### src/rtl/stream_master_decim_pkg.sv
`default_nettype none
// +--------------------------------------------------------------------------+
// | stream_master_decim_pkg                                                  |
// | Shared types and default geometry for the FIR decimating stream master.  |
// | Rev 1.0                                                                  |
// +--------------------------------------------------------------------------+
package stream_master_decim_pkg;

    localparam int DEF_SAMPLE_W = 16;
    localparam int DEF_NUM_CH   = 2;
    localparam int DEF_RATE_W   = 8;
    localparam int DEF_DEPTH    = 8;
    localparam int DEF_QUOTA    = 2;
    localparam int BEAT_W       = DEF_NUM_CH * DEF_SAMPLE_W;

    // Configuration value held in rate_q out of reset (pass-through).
    localparam logic [DEF_RATE_W-1:0] FIR_DOWN_RATE = '0;

    typedef logic [DEF_SAMPLE_W-1:0] sample_t;

    typedef struct packed {
        logic [BEAT_W-1:0] data;
        logic              last;
    } beat_t;

endpackage
`default_nettype wire

### src/rtl/stream_master_decim_axis_out_fifo.sv
`default_nettype none
// +--------------------------------------------------------------------------+
// | stream_master_decim_axis_out_fifo                                        |
// | Output FIFO with a registered head word; no write-to-read bypass.        |
// | Rev 1.0                                                                  |
// +--------------------------------------------------------------------------+
module stream_master_decim_axis_out_fifo #(
    parameter int WIDTH = 33,
    parameter int DEPTH = 8
) (
    input  logic                       M_AXIS_ACLK,
    input  logic                       M_AXIS_ARESETN,
    input  logic                       wr_en,
    input  logic [WIDTH-1:0]           wr_data,
    input  logic                       rd_en,
    output logic                       full,
    output logic                       empty,
    output logic [WIDTH-1:0]           head,
    output logic [$clog2(DEPTH):0]     count_next
);

    localparam int AW    = $clog2(DEPTH);
    localparam int CNT_W = AW + 1;
    localparam logic [CNT_W-1:0] FULL_CNT = CNT_W'(DEPTH);

    logic [WIDTH-1:0] mem [DEPTH];
    logic [AW-1:0]    wr_ptr;
    logic [AW-1:0]    rd_ptr;
    logic [AW-1:0]    rd_next;
    logic [CNT_W-1:0] count_q;
    logic [WIDTH-1:0] head_next;
    logic             do_pop;
    logic             do_push;

    assign empty   = (count_q == '0);
    assign full    = (count_q == FULL_CNT);
    assign do_pop  = rd_en & ~empty;
    assign do_push = wr_en & (~full | do_pop);
    assign rd_next = rd_ptr + AW'(do_pop);

    assign count_next = count_q + CNT_W'(do_push) - CNT_W'(do_pop);

    // The head register is reloaded every cycle; a word written into the slot
    // becoming the head is forwarded so it shows up exactly one cycle later.
    assign head_next = (do_push && (wr_ptr == rd_next)) ? wr_data : mem[rd_next];

    always_ff @(posedge M_AXIS_ACLK) begin
        if (do_push) begin
            mem[wr_ptr] <= wr_data;
        end
    end

    always_ff @(posedge M_AXIS_ACLK or negedge M_AXIS_ARESETN) begin
        if (!M_AXIS_ARESETN) begin
            wr_ptr  <= '0;
            rd_ptr  <= '0;
            count_q <= '0;
            head    <= '0;
        end else begin
            if (do_push) begin
                wr_ptr <= wr_ptr + AW'(1);
            end
            rd_ptr  <= rd_next;
            count_q <= count_next;
            head    <= head_next;
        end
    end

endmodule
`default_nettype wire

### src/rtl/stream_master_decim.sv
`default_nettype none
// +--------------------------------------------------------------------------+
// | stream_master_decim                                                      |
// | Decimating AXI4-Stream master with credit-style is_ready and overflow.   |
// | Rev 1.0                                                                  |
// +--------------------------------------------------------------------------+
module stream_master_decim
    import stream_master_decim_pkg::*;
#(
    parameter int SAMPLE_W = DEF_SAMPLE_W,
    parameter int NUM_CH   = DEF_NUM_CH,
    parameter int RATE_W   = DEF_RATE_W,
    parameter int DEPTH    = DEF_DEPTH,
    parameter int QUOTA    = DEF_QUOTA
) (
    input  logic                           M_AXIS_ACLK,
    input  logic                           M_AXIS_ARESETN,
    input  logic                           in_valid,
    input  logic [NUM_CH*SAMPLE_W-1:0]     in_data,
    input  logic                           in_last,
    input  logic [RATE_W-1:0]              rate,
    input  logic [RATE_W-1:0]              phase,
    output logic                           is_ready,
    output logic                           overflow,
    input  logic                           overflow_clr,
    output logic                           M_AXIS_TVALID,
    output logic [NUM_CH*SAMPLE_W-1:0]     M_AXIS_TDATA,
    output logic [NUM_CH*SAMPLE_W/8-1:0]   M_AXIS_TSTRB,
    output logic                           M_AXIS_TLAST,
    input  logic                           M_AXIS_TREADY
);

    localparam int DATA_W = NUM_CH * SAMPLE_W;
    localparam int CNT_W  = $clog2(DEPTH) + 1;

    logic              at_start;
    logic [RATE_W-1:0] rate_q;
    logic [RATE_W-1:0] phase_q;
    logic [RATE_W-1:0] cnt;
    logic [RATE_W-1:0] rate_eff;
    logic [RATE_W-1:0] phase_raw;
    logic [RATE_W-1:0] phase_eff;
    logic              keep;
    logic              push_req;
    logic              pop;
    logic              drop;
    logic              fifo_full;
    logic              fifo_empty;
    logic [DATA_W:0]   fifo_head;
    logic [CNT_W-1:0]  count_next;
    logic [CNT_W-1:0]  free_next;

    // At a frame boundary the live controls apply to the very first beat.
    assign rate_eff  = at_start ? rate  : rate_q;
    assign phase_raw = at_start ? phase : phase_q;
    assign phase_eff = (phase_raw > rate_eff) ? rate_eff : phase_raw;

    assign keep     = (cnt == phase_eff) | in_last;
    assign push_req = in_valid & keep;
    assign pop      = M_AXIS_TVALID & M_AXIS_TREADY;
    assign drop     = push_req & fifo_full & ~pop;

    always_ff @(posedge M_AXIS_ACLK or negedge M_AXIS_ARESETN) begin
        if (!M_AXIS_ARESETN) begin
            at_start <= 1'b1;
            rate_q   <= RATE_W'(FIR_DOWN_RATE);
            phase_q  <= '0;
            cnt      <= '0;
        end else if (in_valid) begin
            if (at_start) begin
                rate_q  <= rate_eff;
                phase_q <= phase_eff;
            end
            at_start <= in_last;
            if (in_last || (cnt == rate_eff)) begin
                cnt <= '0;
            end else begin
                cnt <= cnt + RATE_W'(1);
            end
        end
    end

    // A fresh drop wins over a clear in the same cycle.
    always_ff @(posedge M_AXIS_ACLK or negedge M_AXIS_ARESETN) begin
        if (!M_AXIS_ARESETN) begin
            overflow <= 1'b0;
        end else if (drop) begin
            overflow <= 1'b1;
        end else if (overflow_clr) begin
            overflow <= 1'b0;
        end
    end

    assign free_next = CNT_W'(DEPTH) - count_next;

    always_ff @(posedge M_AXIS_ACLK or negedge M_AXIS_ARESETN) begin
        if (!M_AXIS_ARESETN) begin
            is_ready <= 1'b0;
        end else begin
            is_ready <= (free_next > CNT_W'(QUOTA));
        end
    end

    stream_master_decim_axis_out_fifo #(
        .WIDTH (DATA_W + 1),
        .DEPTH (DEPTH)
    ) u_fifo (
        .M_AXIS_ACLK    (M_AXIS_ACLK),
        .M_AXIS_ARESETN (M_AXIS_ARESETN),
        .wr_en          (push_req),
        .wr_data        ({in_data, in_last}),
        .rd_en          (M_AXIS_TREADY),
        .full           (fifo_full),
        .empty          (fifo_empty),
        .head           (fifo_head),
        .count_next     (count_next)
    );

    assign M_AXIS_TVALID = ~fifo_empty;
    assign M_AXIS_TDATA  = fifo_head[DATA_W:1];
    assign M_AXIS_TLAST  = fifo_head[0];
    assign M_AXIS_TSTRB  = '1;

endmodule
`default_nettype wire

### config.mk
export PLATFORM = sky130hd
export DESIGN_NAME = stream_master_decim
export DESIGN_NICKNAME = d
export VERILOG_FILES = /design/src/rtl/stream_master_decim_pkg.sv /design/src/rtl/stream_master_decim_axis_out_fifo.sv /design/src/rtl/stream_master_decim.sv
export SDC_FILE = /design/constraint.sdc
export NUM_CORES = 1
export LEC_CHECK = 0
export CORE_MARGIN = 2
export CORE_UTILIZATION = 35
export DETAILED_ROUTE_END_ITERATION = 8
export PLACE_DENSITY_LB_ADDON = 0.05
export SYNTH_ARGS = -nofsm -noshare
export SYNTH_HDL_FRONTEND = slang
export SYNTH_HIERARCHICAL = 1
export SYNTH_SLANG_ARGS = --single-unit
### constraint.sdc
create_clock -name M_AXIS_ACLK -period 7.73 [get_ports M_AXIS_ACLK]
set_input_delay 1.546 -clock M_AXIS_ACLK [delete_from_list [all_inputs] [get_ports M_AXIS_ACLK]]
set_output_delay 1.546 -clock M_AXIS_ACLK [all_outputs]
set_load 0.05 [all_outputs]
* After elaboration in Yosys (flattened, before gate mapping)
Memory sizes are Yosys's and may differ from the RTL's. A register that Yosys moved wholly into a read port is not among the register bits.
Cells that the tools add are included.
** Cells by class
- Add/subtract/negate cells :: 6
- Multiply operators :: 0
- Div/mod/pow operators :: 0
- Magnitude comparators :: 2
- Equality and inequality tests :: 3
- Shift operators :: 0
- Mux-type cells :: 8
- Bitwise logic cells :: 10
- Reductions and logical operators :: 5
** Operators by type and width (count)
- $mux W8 :: 4
- $eq A8 B8 Y1 :: 2
- $add A8 B1 Y8 const B :: 1
- $gt A8 B8 Y1 :: 1
- $and A1 B1 Y1 :: 5
- $add A4 B1 Y4 :: 1
- $eq A4 B4 Y1 const B :: 1
- $gt A4 B2 Y1 const B :: 1
- $logic_not A4 Y1 :: 1
- $mux W1 :: 4
- $sub A4 B1 Y4 :: 1
- $sub A4 B4 Y4 const A :: 1
- $add A3 B1 Y3 :: 1
- $add A3 B1 Y3 const B :: 1
- $not A1 Y1 :: 3
- $or A1 B1 Y1 :: 2
- $reduce_and A2 Y1 :: 1
- $reduce_bool A2 Y1 :: 1
- $logic_not A1 Y1 :: 1
- $logic_or A1 B1 Y1 :: 1
** Word-level totals
- Bits in registers :: 37
- Bits in latches :: 0
- Memory bits (writable) :: 264
- Memory bits (read-only) :: 0
- Output and inout bits :: 40
- Memories :: 1
** Memories
- u_fifo.mem :: words 8, width 33, rd ports 1, clocked after memory_dff 1, write ports 1, line stream_master_decim_axis_out_fifo.sv:26 : logic [WIDTH-1:0] mem [DEPTH];

* Longest topological paths before layout
- Word-level depth :: 11
- Depth in mapped cells :: 24

* Hierarchy
The synthesis kept the hierarchy.
** Modules (own cells, without submodules)
- stream_master_decim_axis_out_fifo :: times used 1, cells each 611, area each 11885.1 um^2, sequential area each 9003.6 um^2
- stream_master_decim :: times used 1, cells each 228, area each 2097.0 um^2, sequential area each 676.9 um^2

* Worst setup path before layout
Ideal clock, no wire load.
- Path kind :: input to register
- From :: input port phase[1]
- To :: memory u_fifo.mem[0][0] (enable)
- Arrival :: 7159 ps
- Data required time :: 7224 ps
- Setup slack :: 65 ps
- Stages on the path :: 13
- Buffers on the path :: 1
- Path through :: mux2_1 ha_1 nor2b_4 o211a_1 o21a_1 buf_6 or4_1 nand3_1 and4_1 a41oi_2 nor2b_1 o21ai_4 nor4_1
** Between the ends
- Word-level cells in the longest chain between the ends :: 9
** Ends and longest elaborated chain
- from (decl) :: line stream_master_decim.sv:22 : input logic [RATE_W-1:0] phase,
- $mux W8 * :: line stream_master_decim.sv:55 : assign phase_raw = at_start ? phase : phase_q;
- $gt A8 B8 Y1 :: line stream_master_decim.sv:56 : assign phase_eff = (phase_raw > rate_eff) ? rate_eff : phase_raw;
- $mux W8 * :: line stream_master_decim.sv:56
- $eq A8 B8 Y1 * :: line stream_master_decim.sv:58 : assign keep = (cnt == phase_eff) | in_last;
- $or A1 B1 Y1 * :: line stream_master_decim.sv:58
- $and A1 B1 Y1 * :: line stream_master_decim.sv:59 : assign push_req = in_valid & keep;
- net push_req :: line stream_master_decim.sv:44 : logic push_req;
- $and A1 B1 Y1 * :: line stream_master_decim_axis_out_fifo.sv:38 : assign do_push = wr_en & (~full | do_pop);
- $mux W1 * :: line stream_master_decim_axis_out_fifo.sv:48 : if (do_push) begin
- $mux W1 (implied by the code) * :: line stream_master_decim_axis_out_fifo.sv:49 : mem[wr_ptr] <= wr_data;
- to (decl) :: line stream_master_decim_axis_out_fifo.sv:26
The timed path passes the listed nets; every way through them passes the cells marked *.

* Worst setup path in the final report
- From :: input port rate[7]
- To :: register is_ready
** Between the ends
- Word-level cells in the longest chain between the ends :: 11
** Ends and longest elaborated chain
- from (decl) :: line stream_master_decim.sv:21 : input logic [RATE_W-1:0] rate,
- $mux W8 * :: line stream_master_decim.sv:54 : assign rate_eff = at_start ? rate : rate_q;
- $gt A8 B8 Y1 :: line stream_master_decim.sv:56
- $mux W8 * :: line stream_master_decim.sv:56
- $eq A8 B8 Y1 * :: line stream_master_decim.sv:58
- $or A1 B1 Y1 * :: line stream_master_decim.sv:58
- $and A1 B1 Y1 * :: line stream_master_decim.sv:59
- net push_req :: line stream_master_decim.sv:44
- $and A1 B1 Y1 * :: line stream_master_decim_axis_out_fifo.sv:38
- $add A4 B1 Y4 * :: line stream_master_decim_axis_out_fifo.sv:41 : assign count_next = count_q + CNT_W'(do_push) - CNT_W'(do_pop);
- $sub A4 B1 Y4 * :: line stream_master_decim_axis_out_fifo.sv:41
- net count_next[1] :: line stream_master_decim.sv:50 : logic [CNT_W-1:0] count_next;
- $sub A4 B4 Y4 * :: line stream_master_decim.sv:94 : assign free_next = CNT_W'(DEPTH) - count_next;
- $gt A4 B2 Y1 * :: line stream_master_decim.sv:100 : is_ready <= (free_next > CNT_W'(QUOTA));
- to (signal assigned) :: line stream_master_decim.sv:100
- to (decl) :: line stream_master_decim.sv:23 : output logic is_ready,
Marks and branches as above.
A chain may end at the register's enable or synchronous reset.

==> flow_metrics.env <==
export IMPL_hold_path_class="reg2reg"
export IMPL_synth_area_leaders="edfxtp_1 57%, dfrtp_1 12%, mux4_2 8.7%"
export IMPL_antennaDiodeCount=0
export IMPL_crit_path_max_fanout=16
export IMPL_die_area_um2=41600
export IMPL_synth_async_sr_flop_share_pct=21.0
export IMPL_portBuffers=89
export IMPL_end_kind="flop"
export IMPL_core_um2=39500
export IMPL_vias=7433
export IMPL_period_share_pct=79.5
export IMPL_crit_type="in2reg"
export IMPL_cap_violations=0
export IMPL_tightest_slew_ns=1.01
export IMPL_hpwl_um=17800
export IMPL_finalPower_mw=6.81
export IMPL_cts_tree="built"
export IMPL_holdBufCountCts=0
export IMPL_fmax_mhz=163
export IMPL_drt_antenna_violating_nets=0
export IMPL_area_growth_pct=19.9
export IMPL_nFillCells=3500
export IMPL_synth_area_um2=14000
export IMPL_ir_worst_vdd_v=0.000275
export IMPL_slew_headroom_pct=32.6
export IMPL_first_global_vias=8036
export IMPL_numCtsBuffers=39
export IMPL_ys_seq_area_share_pct=69.2
export IMPL_place_ws_ns=1.06
export IMPL_drt_wirelength_per_cell_um=21.0
export IMPL_antenna_found_initial=0
export IMPL_place_congestion=0.813
export IMPL_die_x_um=204
export IMPL_htree_levels=2
export IMPL_ys_ff_latch=334
export IMPL_finalNonFillerCells=1496
export IMPL_grt_max_degree=66
export IMPL_synth_top_cell_area_share_pct=56.7
export IMPL_clkSinkCount=334
export IMPL_synthFlopType="edfxtp_1"
export IMPL_maxSlewViolCount=0
export IMPL_start_util_pct=35.4
export IMPL_clockRootBuffer="clkbuf_16"
export IMPL_synthDistinctLibCells=62
export IMPL_drc=0
export IMPL_synth_edff_count=264
export IMPL_yosys_warnings=6
export IMPL_hold_viol_final=0
export IMPL_hold_depth=2
export IMPL_setup_viol=0
export IMPL_cts_buffer_depth=3
export IMPL_place_inst=1426
export IMPL_wirelength_um=31500
export IMPL_fin_ws_ns=1.59
export IMPL_ff2ff_path_depth=21
export IMPL_leakage_nw=5.92
export IMPL_grt_usage_pct=15.7
export IMPL_die_y_um=204
export IMPL_p_per_area_nw_per_um2=406
export IMPL_clk_latency_ns=0.54
export IMPL_period_needed_ns=6.14
export IMPL_grt_pass1_wl_um=48600
export IMPL_arrival_ns=6.56
export IMPL_rsz0062_at_grt="no"
export IMPL_final_nets=1017
export IMPL_drive_above_1_share_pct=21.0
export IMPL_synth_cells=839
export IMPL_drtIter0Drc=402
export IMPL_synth_top_area_cell="edfxtp_1"
export IMPL_pin_count=94
export IMPL_outcome="complete, no violations"
export IMPL_viasPerCell=4.97
export IMPL_tns_ns=0
export IMPL_syn_avg_cell_area_um2=16.7
export IMPL_post_cts_buffers=0
export IMPL_rows=73
export IMPL_grt_remaining_overflow=0
export IMPL_worstSetupStartpointType="input pin"
export IMPL_ctsResizeCount=0
export IMPL_clk_pin_slew_worst_paths_ns=0.06
export IMPL_required_ns=8.14
export IMPL_drt_pre_antenna_iters=4
export IMPL_clock_skew_ns=0.0121
final timing paths:
check / to / slack, ns / start
min in group asynchronous: u_fifo/head[21]$_DFF_PN0_ / 0.87 / M_AXIS_ARESETN
hold reg to reg: phase_q[4]$_DFFE_PN0P_ / 0.49 / phase_q[4]$_DFFE_PN0P_
max in group asynchronous: u_fifo/head[0]$_DFF_PN0_ / 5.69 / M_AXIS_ARESETN
setup / recovery: is_ready$_DFF_PN0_ / 1.59 / rate[7]
setup reg to reg: is_ready$_DFF_PN0_ / 2.01 / at_start$_DFFE_PN1P_
hold / removal: phase_q[4]$_DFFE_PN0P_ / 0.49 / phase_q[4]$_DFFE_PN0P_
cell families after synthesis:
logic type | Yosys count | share of synthesized area (%)
AOI/OAI and AO/OA | 58 | 3.06
muxes | 128 | 14.6
other | 1 | 0.0268
adders and majority gates | 21 | 1.93
xor gates and xnor gates | 20 | 1.39
and+or+nand+nor | 207 | 7.31
DFF | 334 | 69.2
buffers and inverters | 70 | 2.46
report_power, final:
part           switching (mW)  leakage, nW  total, mW  internal, mW
Clock                   0.700        0.604       1.78          1.08
Sequential              0.119         3.23       2.34          2.22
Combinational            1.54         2.09       2.68          1.15
Total                    2.36         5.92       6.81          4.45
state kept, by name, indices dropped and copies added, names as in the netlist:
signal	cells
u_fifo/mem	264
u_fifo/head	33
cnt	8
phase_q	8
rate_q	8
u_fifo/count_q	4
u_fifo/rd_ptr	3
u_fifo/wr_ptr	3
at_start	1
is_ready	1
overflow	1
layout make-up:
cell class                 count  area (µm²)  share of cell area, %
sequential                   334        9680                   57.7
clock inverter                14         154                  0.918
timing repair buffer         108        1070                   6.37
multi-input combinational    438        4040                   24.1
inverter                      21        78.8                  0.470
tap                          525         657                   3.92
clock buffer                  56        1090                   6.50
placed cells by master (no fill, tap or decap), drive strengths merged, types with 4 or more instances in the layout:
cell type      instances
dfrtp                 69
ha                    20
nor3                   6
a21oi                  7
nand2b                 5
nand4                  9
edfxtp               264
nand2                110
mux2i                 21
xor2                   9
o21ai                 20
clkinv                 9
or4                    4
a2111oi               13
o22ai                  6
clkbuf                56
and3                  12
mux2                  53
xnor2                 11
nor2                  12
mux4                  54
buf                   20
nand3                  8
nor2b                 26
inv                   22
conb                   4
nor4                   8
clkdlybuf4s50         88
through the flow:
step / instance area [µm²] / util [%] / hold slack [ns]
2_1_floorplan: 14000 / - / 0.446
3_3_place_gp: 15500 / 39.3 / 0.462
4_1_cts: 16800 / 42.4 / 0.487
3_5_place_dp: 15500 / 39.3 / 0.475
5_1_grt: 16800 / 42.4 / 0.521
6_report: 16800 / 42.4 / 0.485
metal layers:
layer / vias up / share of wire (%) / track usage, %
li1: 3394 / - / -
met1: 3845 / 44 / 20.1
met2: 137 / 50 / 26.7
met5: - / 0 / 0
met4: 0 / 2.7 / 5.21
met3: 57 / 3.3 / 3.11
cell usage after synthesis, drive strengths merged, types with 2 or more instances:
cell type	number
nor2b	26
nand4	9
xnor2	11
dfrtp	69
nand2b	5
a2111oi	13
a21oi	7
and3	12
o21ai	20
nor4	8
mux2	53
nand2	110
xor2	9
edfxtp	264
nor3b	3
o21a	2
nand3	8
o22ai	6
nor3	6
mux2i	21
nor2	12
inv	21
clkbuf	21
buf	28
ha	20
o31ai	2
or4	4
mux4	54
critical path, stage by stage:
cell and delay, ns:
clkdlybuf4s50_1 0.42, mux2i_1 0.39, ha_1 0.35, a21oi_1 0.15
o21ai_1 0.10, o21ai_1 0.28, nand2_1 0.42, or3_1 0.44
a31oi_2 0.18, a41oi_2 0.14, nor2b_1 0.25, o21ai_4 0.18
ha_1 0.33, inv_1 0.06, ha_1 0.16, inv_1 0.06
fa_1 0.44, inv_1 0.12, inv_1 0.06, ha_1 0.19
nor3b_1 0.20, o22ai_1 0.10
Note: power is estimated with default switching activity, not from simulation.
